$ cat config.mk
export PLATFORM = sky130hd
export DESIGN_NAME = mem_port_arbiter
export DESIGN_NICKNAME = d
export VERILOG_FILES = /design/src/rtl/arb_pkg.sv /design/src/rtl/arb_tag_pipe.sv /design/src/rtl/mem_port_arbiter.sv
export SDC_FILE = /design/constraint.sdc
export NUM_CORES = 1
export LEC_CHECK = 0
export CAP_MARGIN = 20
export CORE_AREA = 2 2 106 108
export CTS_BUF_LIST = sky130_fd_sc_hd__clkbuf_16
export DETAILED_ROUTE_END_ITERATION = 10
export DIE_AREA = 0 0 108 110
export MAX_ROUTING_LAYER = met4
export SLEW_MARGIN = 20
export SYNTH_ARGS = -nofsm -noshare
export SYNTH_HDL_FRONTEND = slang
export SYNTH_HIERARCHICAL = 1
export SYNTH_SLANG_ARGS = --single-unit
$ cat constraint.sdc
create_clock -name clk -period 2.6 [get_ports clk]
set_clock_uncertainty 0.1 [all_clocks]
set_input_delay 0.39 -clock clk [delete_from_list [all_inputs] [get_ports clk]]
set_output_delay 0.39 -clock clk [all_outputs]
set_load 0.01 [all_outputs]
$ cat src/rtl/arb_pkg.sv
// Shared types for the fetch/data memory-port arbiter: read-owner tags and flush helper.
// Pure declarations; no timing or backpressure of its own.
package arb_pkg;

  localparam int MEM_LAT_MAX = 4;

  typedef enum logic [1:0] {
    OWN_NONE = 2'd0,
    OWN_INST = 2'd1,
    OWN_DATA = 2'd2
  } owner_e;

  typedef struct packed {
    logic   valid;
    owner_e owner;
  } arb_tag_t;

  localparam arb_tag_t TAG_NONE = '{valid: 1'b0, owner: OWN_NONE};

  // A flush drops instruction-owned reads only; data reads must still complete.
  function automatic arb_tag_t kill_inst(arb_tag_t t, logic flush);
    arb_tag_t r;
    r = t;
    if (flush && t.owner == OWN_INST) r = TAG_NONE;
    return r;
  endfunction

endpackage

$ cat src/rtl/arb_tag_pipe.sv
// Owner-tag delay line matching the memory read latency; last stage is combinationally flush-masked.
// Latency DEPTH cycles from push to last; never stalls, one entry shifted in every cycle.
module arb_tag_pipe
  import arb_pkg::*;
#(
  parameter int DEPTH = 1
) (
  input  logic     clk,
  input  logic     rst_n,
  input  arb_tag_t push,
  input  logic     flush_inst,
  output arb_tag_t last
);

  if (DEPTH < 1 || DEPTH > MEM_LAT_MAX) begin : g_bad_depth
    $error("arb_tag_pipe: DEPTH out of range 1..MEM_LAT_MAX");
  end

  arb_tag_t stage [DEPTH];

  always_ff @(posedge clk or negedge rst_n) begin
    if (!rst_n) begin
      for (int i = 0; i < DEPTH; i++) stage[i] <= TAG_NONE;
    end else begin
      stage[0] <= kill_inst(push, flush_inst);
      for (int i = 1; i < DEPTH; i++) stage[i] <= kill_inst(stage[i-1], flush_inst);
    end
  end

  // A fetch arriving in the flush cycle itself must not be delivered either.
  assign last = kill_inst(stage[DEPTH-1], flush_inst);

endmodule

$ cat src/rtl/mem_port_arbiter.sv
// Fetch/data arbiter onto one single-ported memory; combinational grant, responses MEM_LAT cycles later.
// Loser is held off via gnt=0 (stall_if for fetch); `ARB_PERF_CNT_EN adds conflict/forced-grant counters.
module mem_port_arbiter
  import arb_pkg::*;
#(
  parameter  int ADDR_W     = 32,
  parameter  int DATA_W     = 32,
  parameter  int MEM_LAT    = 1,
  parameter  int STARVE_MAX = 4,
  localparam int BE_W       = DATA_W / 8
) (
  input  logic              clk,
  input  logic              rst_n,
  input  logic              if_req,
  input  logic [ADDR_W-1:0] if_addr,
  input  logic              if_flush,
  output logic              if_gnt,
  output logic              if_rvalid,
  output logic [DATA_W-1:0] if_rdata,
  output logic              stall_if,
  input  logic              d_req,
  input  logic              d_we,
  input  logic [ADDR_W-1:0] d_addr,
  input  logic [DATA_W-1:0] d_wdata,
  input  logic [BE_W-1:0]   d_be,
  output logic              d_gnt,
  output logic              d_rvalid,
  output logic [DATA_W-1:0] d_rdata,
  output logic              m_req,
  output logic              m_we,
  output logic [ADDR_W-1:0] m_addr,
  output logic [DATA_W-1:0] m_wdata,
  output logic [BE_W-1:0]   m_be,
  input  logic [DATA_W-1:0] m_rdata
`ifdef ARB_PERF_CNT_EN
  ,
  output logic [31:0]       perf_conflict_cnt,
  output logic [31:0]       perf_force_cnt
`endif
);

  localparam int SC_W = (STARVE_MAX < 1) ? 1 : $clog2(STARVE_MAX + 1);
  localparam logic [SC_W-1:0] SC_MAX = SC_W'(STARVE_MAX);

  logic            eff_if;
  logic            both_req;
  logic            force_if;
  logic [SC_W-1:0] starve_cnt;
  arb_tag_t        push_tag;
  arb_tag_t        last_tag;

  // Gating with rst_n keeps every output at zero while reset is asserted.
  assign eff_if   = rst_n & if_req & ~if_flush;
  assign both_req = eff_if & d_req;
  assign force_if = both_req & (STARVE_MAX != 0) & (starve_cnt == SC_MAX);
  assign if_gnt   = eff_if & (~d_req | force_if);
  assign d_gnt    = rst_n & d_req & ~force_if;
  assign stall_if = rst_n & if_req & ~if_gnt;

  always_ff @(posedge clk or negedge rst_n) begin
    if (!rst_n) begin
      starve_cnt <= '0;
    end else if (!eff_if || if_gnt) begin
      starve_cnt <= '0;
    end else if (d_req && starve_cnt != SC_MAX) begin
      starve_cnt <= starve_cnt + 1'b1;
    end
  end

  always_comb begin
    m_req   = if_gnt | d_gnt;
    m_we    = 1'b0;
    m_addr  = '0;
    m_wdata = '0;
    m_be    = '0;
    if (if_gnt) begin
      m_addr = if_addr;
      m_be   = '1;
    end else if (d_gnt) begin
      m_we    = d_we;
      m_addr  = d_addr;
      m_wdata = d_wdata;
      m_be    = d_be;
    end
  end

  always_comb begin
    push_tag = TAG_NONE;
    if (if_gnt)              push_tag = '{valid: 1'b1, owner: OWN_INST};
    else if (d_gnt && !d_we) push_tag = '{valid: 1'b1, owner: OWN_DATA};
  end

  arb_tag_pipe #(.DEPTH(MEM_LAT)) u_tag_pipe (
    .clk        (clk),
    .rst_n      (rst_n),
    .push       (push_tag),
    .flush_inst (if_flush),
    .last       (last_tag)
  );

  assign if_rvalid = last_tag.valid & (last_tag.owner == OWN_INST);
  assign d_rvalid  = last_tag.valid & (last_tag.owner == OWN_DATA);
  assign if_rdata  = if_rvalid ? m_rdata : '0;
  assign d_rdata   = d_rvalid  ? m_rdata : '0;

`ifdef ARB_PERF_CNT_EN
  always_ff @(posedge clk or negedge rst_n) begin
    if (!rst_n) begin
      perf_conflict_cnt <= '0;
      perf_force_cnt    <= '0;
    end else begin
      if (both_req) perf_conflict_cnt <= perf_conflict_cnt + 32'd1;
      if (force_if) perf_force_cnt    <= perf_force_cnt + 32'd1;
    end
  end
`endif

endmodule

# Yosys cells after proc, flatten, opt, wreduce, memory -nomap -nowiden
# Cells that the tools add are included.
# op_classes
n_addsub	1
n_eq_ne	6
mux	16
bitwise_logic	16
n_reduce_logical	8
# op_table
cell	count
$mux W32	6
$mux W3	6
$and A1 B1 Y1	10
$mux W4	2
$eq A2 B1 Y1 const B	3
$logic_and A1 B1 Y1	4
$not A1 Y1	4
$add A3 B1 Y3 const B	1
$eq A3 B3 Y1 const B	1
$ne A3 B3 Y1 const B	1
$eq A2 B2 Y1 const B	1
$logic_not A1 Y1	2
$mux W1	2
$or A1 B1 Y1	2
$reduce_bool A2 Y1	1
$logic_or A1 B1 Y1	1
# totals
reg_bits	6
word_cells	50

# Logic depth before layout (Yosys ltp)
# Gate-level depths: netlist of run 1.
# depth
word_depth	12
depth_mapped	9
mapped_depth_nobuf	7

# Cells and area by module
# Netlist of run 1, hierarchy kept.
# by_module_without_submodules
mod	instances	cells_each	area_per_inst_um2	seq_area_each_um2
mem_port_arbiter	1	177	1253.7	75.1
arb_tag_pipe	1	13	125.1	75.1

# Least setup slack after synthesis of run 1
# No wires, ideal clock.
# synth_timing
kind	input-to-output
startpoint	in if_flush
endpoint	out if_rdata[22]
arrival_ns	1.321
setup_slack_ns	0.789
path_stages	5
path_cell_list	a21boi_0 nand2_1 nor2_1 clkbuf_1 and2_1
# synth_via
elab_chain_len	5
# synth_rtl
item	line	rtl
start: declaration	mem_port_arbiter.sv:16	input logic if_flush,
$logic_and A1 B1 Y1 *	arb_pkg.sv:24	if (flush && t.owner == OWN_INST) r = TAG_NONE;
$mux W3 *	arb_pkg.sv:24	
$eq A2 B1 Y1	mem_port_arbiter.sv:101	assign if_rvalid = last_tag.valid & (last_tag.owner == OWN_INST);
$and A1 B1 Y1 *	mem_port_arbiter.sv:101	
net if_rvalid	mem_port_arbiter.sv:18	output logic if_rvalid,
$mux W32 *	mem_port_arbiter.sv:103	assign if_rdata = if_rvalid ? m_rdata : '0;
end: declaration	mem_port_arbiter.sv:19	output logic [DATA_W-1:0] if_rdata,
# Mark *: on every way through the listed nets, which the timed path passes. The rest lies on a longest branch.

# Worst setup path after layout of run 1
# layout_timing
startpoint	in if_req
endpoint	out m_wdata[25]
# layout_via
elab_chain_len	8
word_cells_on_any_way	10
# layout_rtl
item	line	rtl
start: declaration	mem_port_arbiter.sv:14	input logic if_req,
$and A1 B1 Y1 * (2 in series)	mem_port_arbiter.sv:53	assign eff_if = rst_n & if_req & ~if_flush;
$and A1 B1 Y1	mem_port_arbiter.sv:54	assign both_req = eff_if & d_req;
$and A1 B1 Y1	mem_port_arbiter.sv:55	assign force_if = both_req & (STARVE_MAX != 0) & (starve_cnt == SC_MAX);
$not A1 Y1	mem_port_arbiter.sv:57	assign d_gnt = rst_n & d_req & ~force_if;
$and A1 B1 Y1	mem_port_arbiter.sv:57	
$mux W32	mem_port_arbiter.sv:79	end else if (d_gnt) begin
$mux W32 *	mem_port_arbiter.sv:76	if (if_gnt) begin
end: declaration	mem_port_arbiter.sv:32	output logic [DATA_W-1:0] m_wdata,
# Mark *: on every way between the ends. The rest lies on a longest branch, timed or not.

==> impl_summary.log, run 1 <==
INFO  metric final_layout_size_suffix_gt1_share = 11.1%
INFO  metric first_global_vias = 2,438
INFO  metric dr.pass1.iters = 4
INFO  metric start_kind = primary input
INFO  metric groute.usage.overall = 13.7%
INFO  metric timing.final.hold_violations = 0
INFO  metric fill_count = 1,075
INFO  metric via_count = 2,445
INFO  metric timing.fmax = 0.393 GHz
INFO  metric layout_setup_ws = 0.0568 ns
INFO  metric static-leakage-power = 2.44 nW
INFO  metric critical_path.max_fanout = 18
INFO  metric place_ws = -0.204 ns
INFO  metric cts.clk_slew.worst_paths = 0.03 ns
INFO  metric drt_first_iter_violations = 68
INFO  metric setup_viols_final = 0
INFO  metric rows = 38
INFO  metric cpMaxStageDelayCell = clkdlybuf4s50_1
INFO  metric start_util = 12.9%
INFO  metric clockBufferDepth = 2
INFO  metric final_nets = 611
INFO  metric max_slew.worst_pin.slew = 0.224 ns
INFO  metric power-per-cell-area = 174 mW/mm²
INFO  metric clock_tree_from_tritoncts = done
INFO  metric design.portCount = 277
INFO  metric min_path_type = in2async
INFO  metric timing.slew.headroom = 85.1%
INFO  metric setup.reg_to_reg.worst_slack = 0.88 ns
INFO  metric worst_setup_path_category = in2out
INFO  metric grt_pass1_wl = 12,600 µm
INFO  metric ctsHtreeMaxLevel = 1
INFO  metric floorplan.die_area = 0.0119 mm²
INFO  metric die_height = 110 µm
INFO  metric multi_input_area = 0.00112 mm²
INFO  metric cap_violations = 0
INFO  metric place.gp.congestion = 0.726
INFO  metric max_ir_drop_vdd = 178 µV
INFO  metric post_drt_wl_per_cell = 15.0 µm
INFO  metric vias_per_cell = 4.01
INFO  metric drt.antenna.violating_nets = 0
INFO  metric hold_bufs_inserted_after_cts = 0
INFO  metric worst_path_most_repeated_cell = clkdlybuf4s50_1
INFO  metric netSwitchingPower = 0.196 mW
INFO  metric period_share = 97.8%
INFO  metric critical_path.endpoint_type = output port
INFO  metric netlist_instances = 190
INFO  metric dieWidth = 108 µm
INFO  metric hpwl = 7570 µm
INFO  metric route.detailed.drc = 0
INFO  metric synth.net_count = 330
INFO  metric numPortBuffers = 276
INFO  metric clock_latency_of_the_later_clocked_register_in_the_worst_skew_pair = 0.23 ns
INFO  metric finalWorstPathRequiredPeriod = 2.54 ns
INFO  metric maximum_number_of_pins_on_one_net_before_global_route_repair = 38
INFO  metric share_clk_of_total_power = 30.8%
INFO  metric antenna-diode-count = 0
INFO  metric critPathMaxStageDelay = 0.53 ns
INFO  metric core-area = 0.0107 mm²
INFO  metric worst_ep_arrival_time = 2.05 ns
INFO  metric totalNegativeSetupSlack = 0 ns
INFO  metric critical_path.cell_chain = clkdlybuf4s50_1, nand4b_1, and3_4, clkbuf_16, and2_1, clkdlybuf4s50_1
INFO  metric antenna_found_initial = 0
INFO  metric regArea = 150 µm²
INFO  metric run_status = finished clean
INFO  metric power.switching_fraction = 24.6%
INFO  metric seqPwrFrac = 12.3%
INFO  metric cell_internal_pwr = 0.600 mW
INFO  metric synthesis.area = 0.00138 mm²
INFO  metric combPwrFrac = 56.9%
INFO  metric cts_root_buf = clkbuf_16
INFO  metric routed_wire_length = 9140 µm
INFO  metric ys.warnings.count = 6
INFO  metric distinct_cells_synth = 22
INFO  metric flow.area_growth_from_synthesis = 231%
INFO  metric seq_area_frac_synth = 10.9%
INFO  metric cts.sinks = 6
INFO  metric numCtsBuffers = 3
INFO  metric synth.ff_latch_count = 6
INFO  metric avgSynthCellArea = 7.26 µm²
INFO  metric grt_overflow_total = 0
INFO  metric cp.required = 2.11 ns
INFO  metric final-max-slew-violation-count = 0
-- synth_stat cells --
| cell | instances | area (µm²) |
|---|---|---|
| dfrtp_1 | 6 | 150 |
| a21o_1 | 5 | 37.5 |
| nor3_2 | 1 | 10.0 |
| a21boi_0 | 1 | 7.51 |
| ha_1 | 2 | 25.0 |
| buf_2 | 6 | 30.0 |
| or2_1 | 1 | 6.26 |
| buf_4 | 1 | 7.51 |
| clkbuf_1 | 8 | 30.0 |
| buf_6 | 5 | 56.3 |
| nand2_1 | 2 | 7.51 |
| xnor2_1 | 1 | 8.76 |
| a31oi_1 | 2 | 12.5 |
| and2_1 | 98 | 613 |
| nand4b_1 | 1 | 8.76 |
| a22o_1 | 32 | 280 |
| a21boi_1 | 2 | 15.0 |
| inv_1 | 8 | 30.0 |
| and3b_1 | 1 | 8.76 |
| and3_1 | 1 | 6.26 |
| or3b_1 | 1 | 8.76 |
| nor2_1 | 5 | 18.8 |
-- cells by family after synthesis --
family | after synthesis | share of synthesized area [%]
AO/OA/AOI/OAI | 42 | 25.6
XOR/XNOR | 1 | 0.635
adder cells (fa/ha/maj) | 2 | 1.81
buffers and inverters | 28 | 11.2
flip-flops | 6 | 10.9
AND/OR/NAND/NOR | 111 | 49.9
-- critical path, delay by kind of cell --
family	cells	cell delay, ns
and+or+nand+nor	3	0.51
buffers and inverters	3	1.15
-- power groups by stage --
stage | Combinational (mW) | Sequential [mW] | Clock (mW)
final | 0.453 | 0.0977 | 0.245
after global placement | 0.470 | 0.0984 | 0
after CTS | 0.462 | 0.0977 | 0.250
after detailed placement | 0.472 | 0.0985 | 0
after global routing | 0.484 | 0.0980 | 0.256
after floorplan | 0.117 | 0.0981 | 0
-- state kept, by name, summed over array words and instances, names as in the netlist --
name	cells
starve_cnt	3
u_tag_pipe/stage	3
-- worst paths after layout --
| check | startpoint | end | cells past startpoint |
|---|---|---|---|
| worst max-delay path | if_req | m_wdata[25] | 6 |
| worst min-delay path | rst_n | starve_cnt[0] | 2 |
| worst max register to register | starve_cnt[0] | u_tag_pipe/stage[2] | 10 |
| worst min register to register | starve_cnt[0] | starve_cnt[0] | 2 |
| max in group asynchronous | rst_n | u_tag_pipe/stage[1] | 2 |
| min in group clk | starve_cnt[0] | starve_cnt[0] | 2 |
-- cell type report --
cell class                      count  area share, %
Multi-Input combinational cell    156           24.6
Sequential cell                     6           3.29
Clock buffer                        3           1.65
Inverter                            8          0.658
Timing Repair Buffer              296           65.9
Tap cell                          140           3.84
-- layer usage --
layer	GRT usage (%)	wire, µm	vias up
met1	13.4	3180	1080
met4	2.29	78	0
met3	2.88	1000	4
met2	28.0	4880	166
met5	-	0	-
li1	-	-	1195
-- metrics by stage --
stage	instances	util (%)	power, mW	hold slack (ns)	instance area (µm²)
detailed placement	596	40.5	0.571	0.369	4340
global placement	596	40.5	0.568	0.348	4340
floorplan	190	-	0.215	-0.00559	1380
CTS	606	42.4	0.809	0.175	4540
global route	609	42.6	0.838	0.206	4560
finish	609	42.6	0.796	0.176	4560
-- cell usage in the layout (no fill, tap or decap), drive strengths merged --
master         netlist  layout
bufbuf               0       2
clkdlybuf4s50        0     200
ha                   2       2
or3b                 1       1
or2                  1       1
inv                  8       8
a21boi               3       3
a21o                 5       5
a31oi                2       2
buf                 12      21
and3b                1       1
nand2                2       2
dlygate4sd2          0      30
nor3                 1       1
dfrtp                6       6
and3                 1       1
clkbuf               8      19
nor2                 5       5
and2                98      98
dlymetal6s2s         0      26
nand4b               1       1
xnor2                1       1
a22o                32      32
clkdlybuf4s15        0       1
-- timing repair --
action                                  CTS  global route
setup buffers                             4             2
gates cloned                              3             1
resized for setup                        81            51
pin swaps                                 5             3
endpoints found under the setup margin  136            89
Power figures use the tool's default switching activity.
==> run 2, diff against run 1 <==
- CTS_CLUSTER_SIZE: unset -> 10
==> results of run 2 <==
No change in the layout: final DEF, timing and power equal those of run 1.
==> run 3, diff against run 2 <==
--- a/config.mk
+++ b/config.mk
@@ -7,9 +7,9 @@
 export LEC_CHECK = 0
 export CAP_MARGIN = 20
-export CORE_AREA = 2 2 106 108
+export CORE_AREA = 2 2 108 110
 export CTS_BUF_LIST = sky130_fd_sc_hd__clkbuf_16
 export CTS_CLUSTER_SIZE = 10
 export DETAILED_ROUTE_END_ITERATION = 10
-export DIE_AREA = 0 0 108 110
+export DIE_AREA = 0 0 110 112
 export MAX_ROUTING_LAYER = met4
 export SLEW_MARGIN = 20
==> constraint.sdc (replaced) <==
create_clock -name clk -period 2.9 [get_ports clk]
set_clock_uncertainty 0.1 [all_clocks]
set_input_delay 0.87 -clock clk [delete_from_list [all_inputs] [get_ports clk]]
set_output_delay 0.87 -clock clk [all_outputs]
set_load 0.01 [all_outputs]
==> impl_summary.log, run 3 (synthesis gave the netlist of run 1 again) <==
INFO  metric run_status = complete, but fails checks
INFO  metric failed_checks = negative setup slack
INFO  metric drt.antenna.violating_nets = 0 (unchanged)
INFO  metric netSwitchingPower = 0.200 mW (+2.4%)
INFO  metric vias_per_cell = 4.02 (+0.11%)
INFO  metric groute.usage.overall = 16.3% (+2.5 points)
INFO  metric maximum_number_of_pins_on_one_net_before_global_route_repair = 18 (-53%)
INFO  metric critPathMaxStageDelay = 0.23 ns (-0.30 ns)
INFO  metric core-area = 0.0112 mm² (+4.5%)
INFO  metric clock_tree_from_tritoncts = done
INFO  metric numPortBuffers = 276 (unchanged)
INFO  metric via_count = 2,528 (+3.4%)
INFO  metric setup.reg_to_reg.worst_slack = 0.80 ns (-0.08 ns)
INFO  metric mostFrequentLayoutCell = clkdlybuf4s50_1
INFO  metric grt_pass1_wl = 14,800 µm (+18%)
INFO  metric dr.pass1.iters = 4 (unchanged)
INFO  metric antenna-diode-count = 0 (unchanged)
INFO  metric hold_bufs_inserted_after_cts = 0 (unchanged)
INFO  metric clockBufferDepth = 2 (unchanged)
INFO  metric clock_latency_of_the_later_clocked_register_in_the_worst_skew_pair = 0.23 ns (about the same)
INFO  metric mostFrequentLayoutCells = 133 x clkdlybuf4s50_1, 70 x and2_1, 63 x buf_2
INFO  metric dieWidth = 110 µm (+1.9%)
INFO  metric design.portCount = 277 (unchanged)
INFO  metric route.detailed.drc = 0 (unchanged)
INFO  metric combPwrFrac = 60.8% (+3.9 points)
INFO  metric cts_root_buf = clkbuf_16
INFO  metric timing.fmax = 0.337 GHz
INFO  metric first_global_vias = 2,612 (+7.1%)
INFO  metric rsz_0062_raised_after_global_routing = true
INFO  metric worst_setup_path_category = in2out
INFO  metric grt_overflow_total = 0 (unchanged)
INFO  metric critical_path.cell_chain = buf_8, nand4b_1, and3_4, buf_6, buf_16, a22o_1, buf_6
INFO  metric worst_hold_path.endpoint = starve_cnt[0]
INFO  metric seqPwrFrac = 11.2% (-1.1 points)
INFO  metric worst_ep_arrival_time = 2.00 ns (-0.05 ns)
INFO  metric drt_first_iter_violations = 88 (+29%)
INFO  metric cell_internal_pwr = 0.585 mW (-2.5%)
INFO  metric ctsHtreeMaxLevel = 1 (unchanged)
INFO  metric post_layout_nonfiller_instances = 629 (+3.3%)
INFO  metric critical_path.max_fanout = 7 (-11)
INFO  metric final_layout_size_suffix_gt1_share = 45.1% (+34 points)
INFO  metric die_height = 112 µm (+1.8%)
INFO  metric cap_violations = 0 (unchanged)
INFO  metric setup_viols_final = 47 (+47)
INFO  metric worst_path_most_repeated_cell = buf_6
INFO  metric cts.clk_slew.worst_paths = 0.03 ns (about the same)
INFO  metric path_delay_family = buffers and inverters
INFO  metric place.gp.congestion = 0.841 (+16%)
INFO  metric antenna_found_initial = 0 (unchanged)
INFO  metric worstReg2RegEnd = u_tag_pipe/stage[2]
INFO  metric place_ws = -0.817 ns (-0.614 ns)
INFO  metric place.detailed.instances = 599 (+0.50%)
INFO  metric hold_path.startpoint = starve_cnt[0]
INFO  metric floorplan.die_area = 0.0123 mm² (+3.7%)
INFO  metric critical_path_buf_inv_count = 4 (+1)
INFO  metric final-max-slew-violation-count = 0 (unchanged)
INFO  metric flow.area_growth_from_synthesis = 240%
INFO  metric worst_r2r_startpoint = starve_cnt[0]
INFO  metric hpwl = 7810 µm (+3.2%)
INFO  metric share_clk_of_total_power = 28.0% (-2.8 points)
INFO  metric finalWorstPathRequiredPeriod = 2.97 ns
INFO  metric power.switching_fraction = 25.5% (+0.92 points)
INFO  metric rows = 39 (+2.6%)
INFO  metric final_nets = 628 (+2.8%)
INFO  metric max_slew.worst_pin.slew = 0.198 ns (-0.0256 ns)
INFO  metric static-leakage-power = 2.30 nW (-5.6%)
INFO  metric reg2regPathDepth = 11 (+1)
INFO  metric power-per-cell-area = 167 mW/mm² (-4.0%)
INFO  metric min_delay_path_depth = 1
INFO  metric post_drt_wl_per_cell = 17.0 µm (+13%)
INFO  metric cpMaxStageDelayCell = and3_4
INFO  metric biggestRegsByFlops = starve_cnt: 3 flops, u_tag_pipe/stage: 3 flops
INFO  metric start_util = 12.3% (-0.55 points)
INFO  metric start_kind = primary input
INFO  metric numCtsBuffers = 3 (unchanged)
INFO  metric max_ir_drop_vdd = 108 µV (-39%)
INFO  metric min_path_type = reg2reg
INFO  metric cts.sinks = 6 (unchanged)
INFO  metric critical_path.endpoint_type = output port
INFO  metric routed_wire_length = 10,700 µm (+17%)
INFO  metric period_share = 102%
INFO  metric cp.required = 1.93 ns (-0.18 ns)
INFO  metric timing.slew.headroom = 86.8% (+1.7 points)
INFO  metric timing.final.hold_violations = 0 (unchanged)
INFO  metric layout_setup_ws = -0.0687 ns (-0.126 ns)
## run 3: worst reg2reg max path, stage by stage (launching register included)
cell      delay (ns)
dfrtp_1         0.39
inv_1           0.07
ha_1            0.23
nand4b_1        0.13
and3_4          0.23
buf_8           0.15
buf_16          0.13
buf_4           0.13
buf_4           0.12
and2_1          0.15
inv_1           0.07
a31oi_1         0.08
## run 3: per-layer routing
layer	GRT usage [%]	vias to the layer above	share of wire (%)
li1	-	1225	-
met1	15.9	1131	33
met2	32.7	166	55
met3	3.28	6	11
met4	1.77	0	0.53
met5	-	-	0
## run 3: layout make-up
cell class	count	area (µm²)
fill	1160	6480
timing repair buffer	313	3060
multi-input combinational	156	1200
tap	143	179
sequential	6	150
clock buffer	3	75.1
inverter	8	30.0
## run 3: timing repair
item,4_1_cts,5_1_grt
cloned,13,2
setup buffers,14,0
setup endpoints to repair,139,135
pin swaps,32,22
gates resized for setup,604,51
## run 3: how the worst max path moves through the flow
stage                     startpoint            to  cells past startpoint
after floorplan             if_flush  if_rdata[22]                      5
after global placement      if_flush    m_addr[28]                      6
after detailed placement    if_flush    m_addr[28]                      6
after CTS                   if_flush    m_addr[13]                      7
after global routing        if_flush    m_addr[13]                      7
final                       if_flush     m_addr[2]                      7
## run 3: power groups by stage
stage | combinational [mW] | clock (mW) | sequential, mW
6_report | 0.477 | 0.220 | 0.0877
3_3_place_gp | 0.420 | 0 | 0.0881
2_1_floorplan | 0.105 | 0 | 0.0880
5_1_grt | 0.505 | 0.231 | 0.0879
3_5_place_dp | 0.422 | 0 | 0.0883
4_1_cts | 0.475 | 0.223 | 0.0877
## run 3: through the flow
| step | util, % | setup TNS [ns] | power, mW | instance area, µm² | hold slack, ns |
|---|---|---|---|---|---|
| 6_report | 42.0 | -1.39 | 0.786 | 4690 | 0.366 |
| 5_1_grt | 42.0 | -6.50 | 0.823 | 4690 | 0.388 |
| 4_1_cts | 42.3 | -2.00 | 0.786 | 4720 | 0.367 |
| 3_5_place_dp | 38.7 | -100.84 | 0.510 | 4330 | 0.367 |
| 3_3_place_gp | 38.7 | -100.76 | 0.508 | 4330 | 0.346 |
| 2_1_floorplan | - | 0 | 0.193 | 1380 | 0.330 |
==> edit 1: new RTL, config.mk and constraints of run 2 <==
Add a define of `ARB_PERF_CNT_EN`.
--- a/src/rtl/mem_port_arbiter.sv
+++ b/src/rtl/mem_port_arbiter.sv
@@ -1,5 +1,7 @@
 // Fetch/data arbiter onto one single-ported memory; combinational grant, responses MEM_LAT cycles later.
 // Loser is held off via gnt=0 (stall_if for fetch); `ARB_PERF_CNT_EN adds conflict/forced-grant counters.
+`define ARB_PERF_CNT_EN
+
 module mem_port_arbiter
   import arb_pkg::*;
 #(
Check against the original RTL (old outputs only; new: perf_conflict_cnt and perf_force_cnt): equivalent (equiv_simple and equiv_induct, registers matched by name and starting in step).
==> edit 1 against run 2 <==
- the run now ends with negative setup slack left
- synthesized area increased to 3.1 times the old value
- first-iteration DRC count increased to 5.5 times the old value
- maximum frequency decreased by 6.8%
- count of clock-buffer cells in the layout increased by 6
- design area increased by 86%
- routed wire length increased by 150%
- total power increased to 4.0 times the old value
- sequential cell count increased by 64
- synthesized cell count increased by 140%
- sequential share of layout area increased by 17 points
- worst setup slack got worse by 0.18 ns
- critical path type is now reg -> out
- largest cell class unchanged
==> edit 1: results (changes against run 2) <==
- DR pass1 iterations: 5 (was 4)
- Met3 GRT Util: 8.818% (was 2.881%)
- Routability cong.: 0.9757 (was 0.7262)
- Syn. warnings: 6 (unchanged)
- Clock-pin slew on the worst setup and hold paths: 0.05 ns (was 0.03 ns)
- Final Worst Setup Slack: -0.1281 ns (was 0.05680 ns)
- Deepest clock path buffer count: 2 (unchanged)
- Ys flop type: dfrtp_1 (unchanged)
- Met3 wire length: 2319 um (was 1002 um)
- Overall routing resource usage: 37.21% (was 13.70%)
- Max FO, Critical Path: 5 (was 18)
- H-Tree Depth: 3 (was 1)
- Top post-synthesis cells by count: and2_1 (104), dfrtp_1 (70), xnor2_1 (55) (was and2_1 (98), a22o_1 (32), clkbuf_1 (8), inv_1 (8))
- WL final: 22550 um (was 9144 um)
- Max layer used: met4 (unchanged)
- # DRC: 0 (unchanged)
- Peak VDD IR: 0.0002433 V (was 0.0001782 V)
- Post-synth EDFFs: 0 (unchanged)
- Layout area overhead: 96.56% (was 230.9%)
- CTS Buf Count: 9 (was 3)
- Initial antenna violation count: 3 (was 0)
- Hold Path Class: in -> async (unchanged)
- Dpl cells: 944 (was 596)
- Met1 Use GR: 44.17% (was 13.37%)
- Hpwl dp: 17050 um (was 7567 um)
- Initial Utilization: 40.42% (was 12.89%)
- CP arrival: 2.24 ns (was 2.05 ns)
- Root buf cell: clkbuf_16 (unchanged)
- Syn_nets: 594 (was 330)
- Area contributors post-synth: dfrtp_1 (41%), and2_1 (15%), xnor2_1 (11%), a22o_1 (6.5%), nand4_1 (4.5%) (was and2_1 (44%), a22o_1 (20%), dfrtp_1 (11%), buf_6 (4.1%), a21o_1 (2.7%))
- Average wire per standard cell: 22.73 um (was 15.01 um)
- Cell variety after synth: 35 (was 22)
- Rel. slew slack: 45.24% (was 85.07%)
- Cells after synthesis: 452 (was 190)
- Biggest registers after layout: perf_conflict_cnt x32, perf_force_cnt x32 (was starve_cnt x3, u_tag_pipe/stage x3)
- Ys async rst share: 100.0% (unchanged)
- Outcome: finished with violations (was finished, final reports clean)
- Area after DPL: 8105 sq um (was 4338 sq um)
- PortBufs: 340 (was 276)
- GR Util met2: 64.11% (was 27.99%)
- M1 WL: 8363 um (was 3180 um)
- First-pass GRT wire length: 31340 um (was 12560 um)
- Fill count: 728 (was 1075)
- Ratio of cells with drive above 1 in the final layout: 21.76% (was 11.09%)
- Clk_lat worst skew: 0.33 ns (was 0.23 ns)
- Largest net degree at the start of global routing: 65 (was 38)
- Vias in the first global route: 5257 (was 2438)
- Setup TNS: -0.6040 ns (was 0 ns)
- DR vias/cell: 5.423 (was 4.015)
- Fin nets: 989 (was 611)
- Register area share after synthesis: 40.51% (was 10.89%)
- LEAKAGE: 4.094 nW (was 2.439 nW)
- Place WS: -0.4609 ns (was -0.2037 ns)
- Met2 wire len: 11330 um (was 4883 um)
- Final setup vio count: 14 (was 0)
- Failing checks: negative setup slack
- Iter 0 DRT Violations: 374 (was 68)
## edit 1: area by class of cell
class / instances / share of cell area, %
flip-flops and latches: 70 / 20.61
diodes: 2 / 0.05888
clock buffers: 9 / 2.650
clock inverters: 5 / 1.178
repair buffers: 405 / 43.43
multi-input cells: 350 / 29.53
well taps: 140 / 2.061
inverters: 11 / 0.4858
## edit 1: kinds of logic after synthesis
family          count (synthesis)  share of synthesized area [%]
xor+xnor                       62                          12.56
compound gates                 41                          8.276
flops                          70                          40.51
fa+ha+maj                       4                          1.157
simple gates                  242                          34.03
buf+inv                        32                          3.212
mux                             1                         0.2604
## edit 1: critical path, stage by stage, from the launching register on
cell and delay (ns):
dfrtp_1 0.39, inv_2 0.08, ha_4 0.14, nand4b_4 0.13, a2111oi_4 0.32, buf_4 0.17, buf_6 0.11, buf_12 0.11
buf_16 0.11, buf_6 0.09, a22o_1 0.12, buf_2 0.12
## edit 1: worst paths after layout
kind                                         start              endpoint  slack (ns)  cells after the start
worst max-delay path                 starve_cnt[1]             m_addr[8]       -0.13                     11
worst max register to register       starve_cnt[1]   u_tag_pipe/stage[2]        0.52                     11
worst min register to register  perf_force_cnt[31]    perf_force_cnt[31]        0.38                      1
min in group clk                          if_flush   u_tag_pipe/stage[0]        0.37                      3
worst min-delay path                         rst_n  perf_conflict_cnt[2]        0.28                      2
max in group asynchronous                    rst_n         starve_cnt[2]        1.55                      3
## edit 1: what timing repair did
item	in CTS	in global routing
cloned	6	2
buffers inserted	24	10
hold buffers	1	0
endpoints found under the hold margin	6	0
resized for setup	301	97
pin swaps	18	13
endpoints found under the setup margin	139	81
## edit 1: power breakdown
group | switching, mW | internal, mW | leakage (nW)
Sequential | 0.0441 | 1.12 | 0.972
Clock | 0.459 | 0.923 | 0.161
Combinational | 0.278 | 0.393 | 2.96
==> edit 2: new RTL, flow settings as in run 2 <==
Made on the original files. `DATA_W`: 32 -> 64.
--- a/src/rtl/mem_port_arbiter.sv
+++ b/src/rtl/mem_port_arbiter.sv
@@ -4,7 +4,7 @@
   import arb_pkg::*;
 #(
   parameter  int ADDR_W     = 32,
-  parameter  int DATA_W     = 32,
+  parameter  int DATA_W     = 64,
   parameter  int MEM_LAT    = 1,
   parameter  int STARVE_MAX = 4,
   localparam int BE_W       = DATA_W / 8
Interface: changed (7 resized); port bits go from 277 to 445. The function was not compared with the original's and may differ.
==> edit 2 against run 2 <==
- the flow now stops in 3_2_place_iop
- synthesized area grew 49%
==> edit 2: results (changes against run 2) <==
- Top post-synthesis cells by count: and2_1 (194), a22o_1 (32), clkbuf_1 (24) (was and2_1 (98), a22o_1 (32), clkbuf_1 (8), inv_1 (8))
- Cell variety after synth: 22 (unchanged)
- Syn_nets: 510 (was 330)
- Outcome: did not finish (was finished, final reports clean)
- Post-synth EDFFs: 0 (unchanged)
- Syn. warnings: 6 (unchanged)
- Fail Step: 3_2_place_iop
- Avg Synthesized Cell Area: 6.803 sq um (was 7.257 sq um)
- Stop err: [ERROR PPL-0024] Number of IO pins (445) exceeds maximum number of available positions (386). Increase the die perimeter from 436.00um to 605.20um.
- Ys async rst share: 100.0% (unchanged)
- Synthesis-stage register bit count: 6 (unchanged)
- Register area share after synthesis: 7.308% (was 10.89%)
- Area contributors post-synth: and2_1 (59%), a22o_1 (14%), dfrtp_1 (7.3%), clkbuf_1 (4.4%), a21o_1 (3.3%) (was and2_1 (44%), a22o_1 (20%), dfrtp_1 (11%), buf_6 (4.1%), a21o_1 (2.7%))
- Ys flop type: dfrtp_1 (unchanged)
- DIE WIDTH: 108 um (unchanged)
==> edit 2: changes by cell type after synthesis, sizes merged <==
cell,change
and2,+96
clkbuf,+16
a21o,+4
buf,-4
==> edit 2: cells by family after synthesis <==
group | synth area share, %
buffers and inverters | 9.683
AOI/OAI and AO/OA | 18.64
adders and majority gates | 1.218
and+or+nand+nor | 62.73
DFF | 7.308
xor gates and xnor gates | 0.4264
